==> src/rtl/ysyx_idu_queue.sv <==
// ysyx_idu_queue: fetch-to-decode FIFO holding {pc, inst} pairs.
// The head entry is decoded combinationally into RV32I fields, the
// format class, the sign-extended immediate and an illegal flag.
// A flush from fetch empties the queue in a single cycle.
module ysyx_idu_queue #(
  parameter int DATA_W = 32,
  parameter int DEPTH  = 2
) (
  input  logic              clk,
  input  logic              rst,
  input  logic [DATA_W-1:0] inst,
  input  logic [DATA_W-1:0] pc,
  input  logic              prev_valid,
  output logic              ready_o,
  input  logic              flush,
  input  logic              next_ready,
  output logic              valid_o,
  output logic [DATA_W-1:0] pc_o,
  output logic [DATA_W-1:0] inst_o,
  output logic [6:0]        opcode_o,
  output logic [4:0]        rd_o,
  output logic [4:0]        rs1_o,
  output logic [4:0]        rs2_o,
  output logic [2:0]        funct3_o,
  output logic [6:0]        funct7_o,
  output logic [DATA_W-1:0] imm_o,
  output logic [2:0]        fmt_o,
  output logic              illegal_o
);

  localparam int PTR_W = $clog2(DEPTH);
  localparam int CNT_W = PTR_W + 1;

  localparam logic [2:0] FMT_R    = 3'd0;
  localparam logic [2:0] FMT_I    = 3'd1;
  localparam logic [2:0] FMT_S    = 3'd2;
  localparam logic [2:0] FMT_B    = 3'd3;
  localparam logic [2:0] FMT_U    = 3'd4;
  localparam logic [2:0] FMT_J    = 3'd5;
  localparam logic [2:0] FMT_SYS  = 3'd6;
  localparam logic [2:0] FMT_NONE = 3'd7;

  logic [DATA_W-1:0] pc_mem   [DEPTH];
  logic [DATA_W-1:0] inst_mem [DEPTH];
  logic [PTR_W-1:0]  rd_ptr;
  logic [PTR_W-1:0]  wr_ptr;
  logic [CNT_W-1:0]  count;
  logic              push;
  logic              pop;
  logic [DATA_W-1:0] head_inst;

  // Format class from opcode; anything without the 2'b11 low bits is not RV32I.
  function automatic logic [2:0] decode_fmt(input logic [6:0] op);
    logic [2:0] f;
    f = FMT_NONE;
    if (op[1:0] == 2'b11) begin
      case (op)
        7'b0110011:                         f = FMT_R;
        7'b0010011, 7'b0000011, 7'b1100111: f = FMT_I;
        7'b0100011:                         f = FMT_S;
        7'b1100011:                         f = FMT_B;
        7'b0110111, 7'b0010111:             f = FMT_U;
        7'b1101111:                         f = FMT_J;
        7'b1110011, 7'b0001111:             f = FMT_SYS;
        default:                            f = FMT_NONE;
      endcase
    end
    return f;
  endfunction

  // Immediate assembly; sign comes from bit 31 except U and SYS/FENCE.
  function automatic logic signed [DATA_W-1:0] gen_imm(input logic [DATA_W-1:0] ins,
                                                       input logic [2:0]        f);
    logic signed [DATA_W-1:0] v;
    logic                     s;
    s = ins[31];
    case (f)
      FMT_I:   v = $signed({{(DATA_W-12){s}}, ins[31:20]});
      FMT_S:   v = $signed({{(DATA_W-12){s}}, ins[31:25], ins[11:7]});
      FMT_B:   v = $signed({{(DATA_W-13){s}}, ins[31], ins[7], ins[30:25], ins[11:8], 1'b0});
      FMT_U:   v = $signed(DATA_W'({ins[31:12], 12'b0}));
      FMT_J:   v = $signed({{(DATA_W-21){s}}, ins[31], ins[19:12], ins[20], ins[30:21], 1'b0});
      FMT_SYS: v = $signed(DATA_W'(ins[31:20]));
      default: v = '0;
    endcase
    return v;
  endfunction

  assign ready_o = (count != CNT_W'(DEPTH));
  assign valid_o = (count != '0);
  assign push    = prev_valid & ready_o;
  assign pop     = valid_o & next_ready;

  // Queue control: pointers and occupancy; flush and reset both empty the queue.
  always_ff @(posedge clk) begin
    if (rst || flush) begin
      count  <= '0;
      rd_ptr <= '0;
      wr_ptr <= '0;
    end else begin
      if (push) wr_ptr <= wr_ptr + PTR_W'(1);
      if (pop)  rd_ptr <= rd_ptr + PTR_W'(1);
      case ({push, pop})
        2'b10:   count <= count + CNT_W'(1);
        2'b01:   count <= count - CNT_W'(1);
        default: count <= count;
      endcase
    end
  end

  // Entry storage: cleared on reset so the idle head decodes all-zero; flushed pushes are dropped.
  always_ff @(posedge clk) begin
    if (rst) begin
      for (int i = 0; i < DEPTH; i++) begin
        pc_mem[i]   <= '0;
        inst_mem[i] <= '0;
      end
    end else if (push && !flush) begin
      pc_mem[wr_ptr]   <= pc;
      inst_mem[wr_ptr] <= inst;
    end
  end

  assign head_inst = inst_mem[rd_ptr];

  // Head decode: purely from stored state, so no input reaches an output combinationally.
  always_comb begin
    pc_o      = pc_mem[rd_ptr];
    inst_o    = head_inst;
    opcode_o  = head_inst[6:0];
    rd_o      = head_inst[11:7];
    rs1_o     = head_inst[19:15];
    rs2_o     = head_inst[24:20];
    funct3_o  = head_inst[14:12];
    funct7_o  = head_inst[31:25];
    fmt_o     = decode_fmt(head_inst[6:0]);
    imm_o     = $unsigned(gen_imm(head_inst, fmt_o));
    illegal_o = (fmt_o == FMT_NONE);
  end

endmodule

==> config.mk <==
export PLATFORM = sky130hd
export DESIGN_NAME = ysyx_idu_queue
export DESIGN_NICKNAME = d
export VERILOG_FILES = /design/src/rtl/ysyx_idu_queue.sv
export SDC_FILE = /design/constraint.sdc
export NUM_CORES = 1
export LEC_CHECK = 0
export ABC_AREA = 1
export BUFFER_PORTS_ARGS = -buffer_cell sky130_fd_sc_hd__buf_2
export CAP_MARGIN = 10
export CORE_ASPECT_RATIO = 0.5
export CORE_UTILIZATION = 40
export CTS_CLUSTER_DIAMETER = 60
export DETAILED_ROUTE_END_ITERATION = 8
export GPL_TIMING_DRIVEN = 0
export HOLD_SLACK_MARGIN = 0.03
export SYNTH_ARGS = -nofsm -noshare
export SYNTH_HDL_FRONTEND = slang
export SYNTH_SLANG_ARGS = --single-unit
==> constraint.sdc <==
create_clock -name clk -period 5.25 [get_ports clk]
set_clock_uncertainty 0.15 [all_clocks]
set_input_delay 1.575 -clock clk [delete_from_list [all_inputs] [get_ports clk]]
set_output_delay 1.575 -clock clk [all_outputs]
set_load 0.01 [all_outputs]
==> metrics.txt, run 1 <==
# TYPE chip_impl_metric gauge
chip_impl_metric{name="post_dp_cell_area",unit="sq um"} 8300
chip_impl_metric{name="avgSynthCellArea",unit="sq um"} 8.71
chip_impl_info{name="top_signal_layer_used",value="met5"} 1
chip_impl_metric{name="worst_pin_slew",unit="ns"} 0.645
chip_impl_metric{name="routedLengthMet1",unit="um"} 8540
chip_impl_metric{name="post_route_cells_drive_above_1_share",unit="%"} 33.0
chip_impl_metric{name="synthesis.area",unit="sq um"} 6950
chip_impl_info{name="critical_path.startpoint_type",value="flop"} 1
chip_impl_metric{name="initial_utilization",unit="%"} 41.6
chip_impl_metric{name="post-cts-setup-buffer-count",unit=""} 0
chip_impl_metric{name="total_congestion_overflow_after_global_routing",unit=""} 0
chip_impl_metric{name="hold_buffers",unit=""} 0
chip_impl_metric{name="placeable_core_region",unit="sq um"} 16700
chip_impl_info{name="timing_worst_setup_path_type",value="flop to output port"} 1
chip_impl_metric{name="max-slew-margin-rel",unit="%"} 57.0
chip_impl_metric{name="required",unit="ns"} 3.53
chip_impl_info{name="worst_path_max_delay_cell",value="sky130_fd_sc_hd__dfxtp_1"} 1
chip_impl_metric{name="synthesis.instances",unit=""} 797
chip_impl_info{name="worstSetupEndpointType",value="output port"} 1
chip_impl_metric{name="antenna_violating_nets_post_route",unit=""} 0
chip_impl_metric{name="antenna_violations_before_repair",unit=""} 1
chip_impl_metric{name="synth-seq-cells",unit=""} 133
chip_impl_metric{name="cts_htree_levels",unit=""} 4
chip_impl_metric{name="max-cap-violations",unit=""} 0
chip_impl_metric{name="leakagePower",unit="nW"} 4.69
chip_impl_metric{name="synth-seq-area-share",unit="%"} 56.8
chip_impl_metric{name="vias",unit=""} 5806
chip_impl_metric{name="vdd_drop_max",unit="V"} 0.000217
chip_impl_metric{name="finalWeightedCongestion",unit=""} 0.818
chip_impl_metric{name="first_pass_grt_wire_length",unit="um"} 27600
chip_impl_metric{name="finalSetupViolations",unit=""} 0
chip_impl_metric{name="insertedDiodeCount",unit=""} 0
chip_impl_metric{name="power.density_cell_area",unit="nW/um^2"} 314
chip_impl_metric{name="design_area",unit="sq um"} 8920
chip_impl_metric{name="min_period",unit="ns"} 4.11
chip_impl_metric{name="synth_cell_type_count",unit=""} 29
chip_impl_metric{name="num-nets-final",unit=""} 1090
chip_impl_metric{name="timing.critical_path.slowest_cell_delay",unit="ns"} 0.32
chip_impl_metric{name="place.port_buffers",unit=""} 202
chip_impl_metric{name="postCtsResizedCells",unit=""} 0
chip_impl_metric{name="synth_nets",unit=""} 867
chip_impl_metric{name="timing_max_transition_violations_final",unit=""} 0
chip_impl_metric{name="fp.dieW",unit="um"} 188
chip_impl_metric{name="detailroute.wirelength.met2",unit="um"} 8340
chip_impl_info{name="cp_cell_sequence",value="buf_6 > inv_4 > buf_6 > buf_2 > buf_2 > nand2_1 > nand2_1 > o21ai_0 > nand3_1 > buf_2"} 1
chip_impl_metric{name="hold_viol_final",unit=""} 0
chip_impl_metric{name="cts_made_buffers",unit=""} 17
chip_impl_metric{name="asyncSetResetFlopFracSynth",unit="%"} 0
chip_impl_metric{name="wire_per_inst",unit="um"} 14.3
chip_impl_metric{name="clk-insertion-delay-late",unit="ns"} 0.40
chip_impl_metric{name="worstPathArrival",unit="ns"} 2.38
chip_impl_metric{name="vias_per_cell",unit=""} 4.61
chip_impl_metric{name="die_height",unit="um"} 95.2
chip_impl_metric{name="flow.area_growth_from_synthesis",unit="%"} 28.4
chip_impl_metric{name="setup_slack",unit="ns"} 1.14
chip_impl_info{name="worst_hold_path_type",value="flop to flop"} 1
chip_impl_metric{name="cts.clk_slew.worst_paths",unit="ns"} 0.05
chip_impl_metric{name="std_cell_rows",unit=""} 33
chip_impl_metric{name="crit_fanout",unit=""} 10
chip_impl_info{name="setup_repair_after_global_routing_missed_its_margin",value="false"} 1
chip_impl_metric{name="clock_sink_count",unit=""} 133
chip_impl_metric{name="dieArea",unit="sq um"} 17900
chip_impl_metric{name="detailedPlace.worstSlack",unit="ns"} 1.08
chip_impl_metric{name="min_period_over_period",unit="%"} 78.2
chip_impl_metric{name="first_global_vias",unit=""} 5383
chip_impl_metric{name="io_pins",unit=""} 203
chip_impl_metric{name="globalRouteTotalUtil",unit="%"} 20.4
chip_impl_metric{name="synth_enable_flop_cells",unit=""} 128
chip_impl_info{name="yosys_most_used_dff",value="sky130_fd_sc_hd__edfxtp_1"} 1
chip_impl_metric{name="maximum_number_of_pins_on_one_net_before_global_route_repair",unit=""} 38
chip_impl_info{name="cts_tree",value="done"} 1
chip_impl_info{name="clk_root_buffer_cell",value="sky130_fd_sc_hd__clkbuf_16"} 1
chip_impl_metric{name="hpwlAfterDp",unit="um"} 12800
chip_impl_metric{name="clock.fmax",unit="GHz"} 0.243
chip_impl_metric{name="drt-total-wl",unit="um"} 18000
chip_impl_metric{name="ys_warn_count",unit=""} 0
chip_impl_metric{name="1st_pass_router_iterations",unit=""} 5
chip_impl_info{name="worst_path_most_repeated_cell",value="sky130_fd_sc_hd__buf_2"} 1
chip_impl_metric{name="remaining_drc_errors",unit=""} 0
chip_impl_metric{name="ctsLongestPathBuffers",unit=""} 2
chip_impl_metric{name="finalCoreUtilization",unit="%"} 53.5
chip_impl_info{name="result_of_the_run",value="finished clean"} 1
chip_impl_metric{name="route.met3.wl",unit="um"} 910
chip_impl_metric{name="drt-initial-drc-count",unit=""} 216
## cell type report
cell class              instances  area, sq um
plain buffers                  69          455
flip-flops and latches        133         3940
multi-input cells             489         2160
clock buffers                  17          425
inverters                     106          405
well taps                     227          284
fillers                      1612         7760
repair buffers                204         1050
clock inverters                15          200
## critical path, delay by kind of cell (launching register included)
| family | cells | cell delay [ns] |
|---|---|---|
| buf+inv | 6 | 1.02 |
| flops | 1 | 0.32 |
| compound gates | 1 | 0.15 |
| simple gates | 3 | 0.48 |
## stage by stage
stage / hold slack [ns] / TNS (ns) / instances / power [mW]
finish: 0.309 / 0 / 1260 / 2.80
floorplan: 0.275 / 0 / 797 / 1.43
CTS: 0.304 / 0 / 1260 / 2.82
global placement: 0.288 / -70.67 / 1226 / 1.56
detailed placement: 0.295 / 0 / 1228 / 1.57
global route: 0.348 / 0 / 1260 / 2.90
## logic make-up (layout without fill, tap and decap cells)
| family | after synthesis | after routing | share of synthesized area [%] |
|---|---|---|---|
| flops | 133 | 133 | 56.8 |
| simple gates | 433 | 433 | 26.5 |
| compound gates | 55 | 55 | 4.18 |
| buf+inv | 175 | 411 | 12.4 |
| fa+ha+maj | 1 | 1 | 0.180 |
## Yosys cell counts (all sizes together), types with 5 or more instances
cell | number | area share, %
a21oi | 11 | 0.79
buf | 60 | 6.1
clkbuf | 9 | 0.49
dfxtp | 5 | 1.4
edfxtp | 128 | 55
inv | 106 | 5.8
nand2 | 234 | 14
nand3 | 32 | 3.0
nor2 | 151 | 8.5
o21ai | 44 | 3.4
or2 | 13 | 1.2
## per-layer routing
| layer | track usage, % | vias up |
|---|---|---|
| met5 | 0 | - |
| met1 | 27.5 | 2704 |
| li1 | - | 2905 |
| met2 | 33.5 | 178 |
| met3 | 3.57 | 17 |
| met4 | 7.39 | 2 |
## flip-flops by register name, indices dropped and copies added, names as in the netlist, named ones only
signal,flops
inst_mem,64
pc_mem,64
count,2
rd_ptr,1
wr_ptr,1
## layout by cell type, fill, tap and decap left out, types with 2 or more instances in the layout
| cell | n |
|---|---|
| sky130_fd_sc_hd__inv_6 | 3 |
| sky130_fd_sc_hd__o21ai_0 | 26 |
| sky130_fd_sc_hd__buf_4 | 35 |
| sky130_fd_sc_hd__nand3_2 | 10 |
| sky130_fd_sc_hd__nand3_1 | 22 |
| sky130_fd_sc_hd__clkinv_2 | 4 |
| sky130_fd_sc_hd__buf_1 | 8 |
| sky130_fd_sc_hd__clkinv_4 | 3 |
| sky130_fd_sc_hd__or2_2 | 12 |
| sky130_fd_sc_hd__nor2_1 | 144 |
| sky130_fd_sc_hd__buf_2 | 212 |
| sky130_fd_sc_hd__bufinv_16 | 4 |
| sky130_fd_sc_hd__clkbuf_1 | 9 |
| sky130_fd_sc_hd__inv_1 | 102 |
| sky130_fd_sc_hd__clkbuf_16 | 17 |
| sky130_fd_sc_hd__buf_12 | 2 |
| sky130_fd_sc_hd__nand2_4 | 6 |
| sky130_fd_sc_hd__inv_4 | 3 |
| sky130_fd_sc_hd__a21oi_1 | 11 |
| sky130_fd_sc_hd__edfxtp_1 | 128 |
| sky130_fd_sc_hd__nand2_1 | 216 |
| sky130_fd_sc_hd__o21ai_1 | 16 |
| sky130_fd_sc_hd__nand2_2 | 12 |
| sky130_fd_sc_hd__dfxtp_1 | 5 |
| sky130_fd_sc_hd__nor2_2 | 6 |
| sky130_fd_sc_hd__buf_6 | 7 |
## worst paths after layout
kind,cells past startpoint,endpoint,startpoint,slack (ns)
worst min register to register,1,rd_ptr,rd_ptr,0.31
worst max-delay path,10,imm_o[7],flop,1.14
worst min-delay path,1,rd_ptr,rd_ptr,0.31
worst max register to register,7,inst_mem[1][10],count[0],2.46
## power breakdown
part	internal [mW]	switching, mW	total, mW
clock	0.798	0.459	1.26
sequential	1.22	0.0136	1.23
combinational	0.117	0.194	0.312
Power figures use the tool's default switching activity.
==> run 2: changes to the inputs <==
--- a/config.mk
+++ b/config.mk
@@ -5,7 +5,7 @@
 export SDC_FILE = /design/constraint.sdc
 export NUM_CORES = 1
 export LEC_CHECK = 0
-export ABC_AREA = 1
+export ABC_AREA = 0
 export BUFFER_PORTS_ARGS = -buffer_cell sky130_fd_sc_hd__buf_2
 export CAP_MARGIN = 10
 export CORE_ASPECT_RATIO = 0.5
@@ -14,6 +14,7 @@
 export DETAILED_ROUTE_END_ITERATION = 8
 export GPL_TIMING_DRIVEN = 0
 export HOLD_SLACK_MARGIN = 0.03
+export PLACE_DENSITY = 0.67
 export SYNTH_ARGS = -nofsm -noshare
 export SYNTH_HDL_FRONTEND = slang
 export SYNTH_SLANG_ARGS = --single-unit
==> constraint.sdc (replaced) <==
create_clock -name clk -period 3.5 [get_ports clk]
set_clock_uncertainty 0.15 [all_clocks]
set_input_delay 1.05 -clock clk [delete_from_list [all_inputs] [get_ports clk]]
set_output_delay 1.05 -clock clk [all_outputs]
set_load 0.01 [all_outputs]
==> run 2 against run 1 <==
Critical path depth decreased by 3. Flip-flop and latch count unchanged. Worst hold slack better by 0.092 ns. Clock power rose by 32%. Critical endpoint is now imm_o[0]. Largest power group is now registers.
==> metrics.txt, run 2 <==
# TYPE chip_impl_metric gauge
chip_impl_metric{name="power_report.internal_total",unit="mW"} 3.02
chip_impl_info{name="netlist.top_cell.by_area",value="sky130_fd_sc_hd__edfxtp_1"} 1
chip_impl_metric{name="cts.clk_slew.worst_paths",unit="ns"} 0.06
chip_impl_metric{name="synthesis.area",unit="sq um"} 6830
chip_impl_metric{name="min_period_over_period",unit="%"} 99.5
chip_impl_metric{name="timing_max_transition_violations_final",unit=""} 0
chip_impl_metric{name="cts_htree_levels",unit=""} 4
chip_impl_metric{name="clockPowerShare",unit="%"} 41.3
chip_impl_metric{name="std_cell_rows",unit=""} 33
chip_impl_metric{name="flow.area_growth_from_synthesis",unit="%"} 30.2
chip_impl_metric{name="post-layout-total-power",unit="mW"} 4.01
chip_impl_metric{name="dp.cells",unit=""} 966
chip_impl_metric{name="power.net_switching",unit="uW"} 986
chip_impl_metric{name="vias",unit=""} 4858
chip_impl_metric{name="fp.dieW",unit="um"} 187
chip_impl_metric{name="totalNegativeSetupSlack",unit="ns"} 0
chip_impl_info{name="clk_root_buffer_cell",value="sky130_fd_sc_hd__clkbuf_16"} 1
chip_impl_metric{name="synth_nets",unit=""} 606
chip_impl_metric{name="drt-initial-drc-count",unit=""} 411
chip_impl_metric{name="max-slew-margin-rel",unit="%"} 65.0
chip_impl_metric{name="finalCoreUtilization",unit="%"} 53.8
chip_impl_metric{name="synth.top_cell.area_share",unit="%"} 56.3
chip_impl_metric{name="total_congestion_overflow_after_global_routing",unit=""} 0
chip_impl_metric{name="ctsLongestPathBuffers",unit=""} 2
chip_impl_info{name="setup_repair_after_global_routing_missed_its_margin",value="true"} 1
chip_impl_metric{name="max-cap-violations",unit=""} 0
chip_impl_metric{name="fillers",unit=""} 1452
chip_impl_info{name="result_of_the_run",value="finished clean"} 1
chip_impl_metric{name="placeable_core_region",unit="sq um"} 16500
chip_impl_metric{name="io_pins",unit=""} 203
chip_impl_metric{name="power.combinational.fraction",unit="%"} 12.4
chip_impl_metric{name="required",unit="ns"} 2.30
chip_impl_metric{name="first_global_vias",unit=""} 4730
chip_impl_metric{name="post_route_cells_drive_above_1_share",unit="%"} 47.6
chip_impl_info{name="dominant_cell_by_count_in_the_synthesized_netlist",value="sky130_fd_sc_hd__and2_1"} 1
chip_impl_metric{name="globalRouteTotalUtil",unit="%"} 19.1
chip_impl_metric{name="detailedPlace.worstSlack",unit="ns"} 0.0327
chip_impl_metric{name="vias_per_cell",unit=""} 4.83
chip_impl_metric{name="avgSynthCellArea",unit="sq um"} 12.7
chip_impl_metric{name="1st_pass_router_iterations",unit=""} 4
chip_impl_info{name="reg.largest.list",value="inst_mem: 64 flops, pc_mem: 64 flops, count: 2 flops"} 1
chip_impl_info{name="critical_path.startpoint_type",value="flop"} 1
chip_impl_metric{name="insertedDiodeCount",unit=""} 0
chip_impl_info{name="timing_worst_setup_path_type",value="flop to output port"} 1
chip_impl_metric{name="finalSetupViolations",unit=""} 0
chip_impl_info{name="layout.cells.most_common",value="sky130_fd_sc_hd__buf_2"} 1
chip_impl_metric{name="sequentialPowerShare",unit="%"} 46.3
chip_impl_metric{name="remaining_drc_errors",unit=""} 0
chip_impl_metric{name="leakagePower",unit="nW"} 3.82
chip_impl_metric{name="synth-seq-area-share",unit="%"} 57.8
chip_impl_metric{name="place.port_buffers",unit=""} 201
chip_impl_metric{name="worstPathArrival",unit="ns"} 2.28
chip_impl_metric{name="die_height",unit="um"} 94.4
chip_impl_metric{name="min_period",unit="ns"} 3.48
chip_impl_metric{name="asyncSetResetFlopFracSynth",unit="%"} 0
chip_impl_metric{name="final_non_filler_cell_total",unit=""} 1005
chip_impl_metric{name="hpwlAfterDp",unit="um"} 11600
chip_impl_metric{name="design_area",unit="sq um"} 8890
chip_impl_metric{name="wire_per_inst",unit="um"} 16.8
chip_impl_info{name="critical_path.top_delay_family",value="buffers and inverters"} 1
chip_impl_metric{name="netSwitchingFraction",unit="%"} 24.6
chip_impl_metric{name="clock_sink_count",unit=""} 133
chip_impl_metric{name="power.density_cell_area",unit="nW/um^2"} 451
chip_impl_info{name="synth_common_cells",value="sky130_fd_sc_hd__and2_1, sky130_fd_sc_hd__edfxtp_1, sky130_fd_sc_hd__mux2_2"} 1
chip_impl_info{name="yosys_most_used_dff",value="sky130_fd_sc_hd__edfxtp_1"} 1
chip_impl_metric{name="maximum_number_of_pins_on_one_net_before_global_route_repair",unit=""} 48
chip_impl_info{name="cts_tree",value="done"} 1
chip_impl_metric{name="worst_pin_slew",unit="ns"} 0.525
chip_impl_metric{name="timing.critical_path.slowest_cell_delay",unit="ns"} 0.38
chip_impl_metric{name="post_dp_cell_area",unit="sq um"} 8180
chip_impl_metric{name="vdd_drop_max",unit="V"} 0.000370
chip_impl_info{name="worst_hold_path_type",value="flop to flop"} 1
chip_impl_metric{name="cts_made_buffers",unit=""} 17
chip_impl_metric{name="hold_buffers",unit=""} 0
chip_impl_metric{name="num-nets-final",unit=""} 835
chip_impl_metric{name="synth_enable_flop_cells",unit=""} 128
chip_impl_metric{name="hold_slack",unit="ns"} 0.400
chip_impl_info{name="most-common-layout-cells",value="sky130_fd_sc_hd__buf_2, sky130_fd_sc_hd__and2_1, sky130_fd_sc_hd__edfxtp_1"} 1
chip_impl_metric{name="number_of_buffer_and_inverter_instances_along_the_worst_setup_path",unit=""} 3
chip_impl_metric{name="synth-seq-cells",unit=""} 133
chip_impl_metric{name="synth_cell_type_count",unit=""} 51
chip_impl_metric{name="drt-total-wl",unit="um"} 16900
chip_impl_metric{name="clock.fmax",unit="GHz"} 0.287
chip_impl_info{name="cp_cell_sequence",value="buf_12 > mux2i_4 > buf_4 > nor3_2 > o211ai_1 > a31oi_1 > buf_2"} 1
chip_impl_metric{name="crit_fanout",unit=""} 10
chip_impl_metric{name="clk-insertion-delay-late",unit="ns"} 0.40
chip_impl_metric{name="initial_utilization",unit="%"} 41.3
chip_impl_metric{name="first_pass_grt_wire_length",unit="um"} 25700
chip_impl_info{name="synth.top_cells.by_area",value="sky130_fd_sc_hd__edfxtp_1, sky130_fd_sc_hd__and2_1, sky130_fd_sc_hd__mux2_2, sky130_fd_sc_hd__buf_4, sky130_fd_sc_hd__mux2i_1"} 1
chip_impl_metric{name="antenna_violations_before_repair",unit=""} 0
chip_impl_metric{name="setup_slack",unit="ns"} 0.0164
chip_impl_info{name="worstSetupEndpointType",value="output port"} 1
chip_impl_metric{name="antenna_violating_nets_post_route",unit=""} 0
chip_impl_metric{name="hold_viol_final",unit=""} 0
chip_impl_metric{name="finalWeightedCongestion",unit=""} 0.818
chip_impl_metric{name="synthesis.instances",unit=""} 536
chip_impl_info{name="worst_path_max_delay_cell",value="sky130_fd_sc_hd__dfxtp_4"} 1
chip_impl_metric{name="ys_warn_count",unit=""} 0
chip_impl_metric{name="dieArea",unit="sq um"} 17600
## run 2: cell types whose count changed after synthesis, moves of 14 or more
cell / before / now
sky130_fd_sc_hd__inv_1: 102 / 22
sky130_fd_sc_hd__mux2i_1: 0 / 15
sky130_fd_sc_hd__nor2_1: 144 / 6
sky130_fd_sc_hd__mux2_2: 0 / 43
sky130_fd_sc_hd__o21ai_1: 16 / 2
sky130_fd_sc_hd__o21ai_0: 26 / 11
sky130_fd_sc_hd__and2_1: 0 / 129
sky130_fd_sc_hd__nand2_1: 218 / 7
## run 2: worst min-delay path, stage by stage (launching register included)
cell                      delay, ns
sky130_fd_sc_hd__dfxtp_1       0.32
sky130_fd_sc_hd__xnor2_1       0.14
sky130_fd_sc_hd__nor3_1        0.05
## run 2: timing repair
item / CTS / global route
setup buffers: 6 / 0
setup endpoints to repair: 98 / 36
gates cloned: 0 / 1
pin swaps: 0 / 6
resized for setup: 15 / 16
## run 2: power by group through the flow
stage	logic (mW)	registers [mW]	clock network [mW]
detailed placement	0.477	1.89	0
CTS	0.490	1.86	1.68
finish	0.495	1.86	1.66
global placement	0.460	1.89	0
floorplan	0.284	1.88	0
global route	0.538	1.86	1.76
## run 2: metal layers
| layer | track usage [%] | wire length (um) | vias to the layer above |
|---|---|---|---|
| met2 | 32.9 | 8500 | 127 |
| met4 | 5.60 | 72 | 0 |
| met3 | 3.42 | 710 | 4 |
| li1 | - | - | 2351 |
| met5 | 0 | 0 | - |
| met1 | 25.0 | 7600 | 2376 |
## run 2: path summary, 6_finish.rpt
path	startpoint	endpoint	slack, ns	depth (start not counted)
setup / recovery	flop	imm_o[0]	0.02	7
hold / removal	rd_ptr	flop	0.40	2
hold reg to reg	rd_ptr	flop	0.40	2
setup reg to reg	count[0]	inst_mem[1][6]	0.82	6
## run 2: area by class of cell
| type | count | area, sq um | area share [%] |
|---|---|---|---|
| buffer | 59 | 390 | 4.39 |
| clock buffer | 19 | 433 | 4.87 |
| clock inverter | 13 | 110 | 1.24 |
| inverter | 26 | 103 | 1.15 |
| multi-input combinational | 319 | 2520 | 28.3 |
| sequential | 133 | 3950 | 44.4 |
| tap | 227 | 284 | 3.19 |
| timing repair buffer | 209 | 1110 | 12.5 |
## run 2: logic make-up (layout without fill, tap and decap cells)
| logic type | count (synthesis) | in the layout | share of synthesized area, % |
|---|---|---|---|
| adder cells (fa/ha/maj) | 1 | 1 | 0.183 |
| buffers and inverters | 85 | 326 | 6.94 |
| XOR/XNOR | 5 | 5 | 0.641 |
| flip-flops | 133 | 133 | 57.8 |
| AO/OA/AOI/OAI | 62 | 63 | 6.36 |
| multiplexers | 63 | 63 | 10.9 |
| AND/OR/NAND/NOR | 187 | 187 | 17.2 |
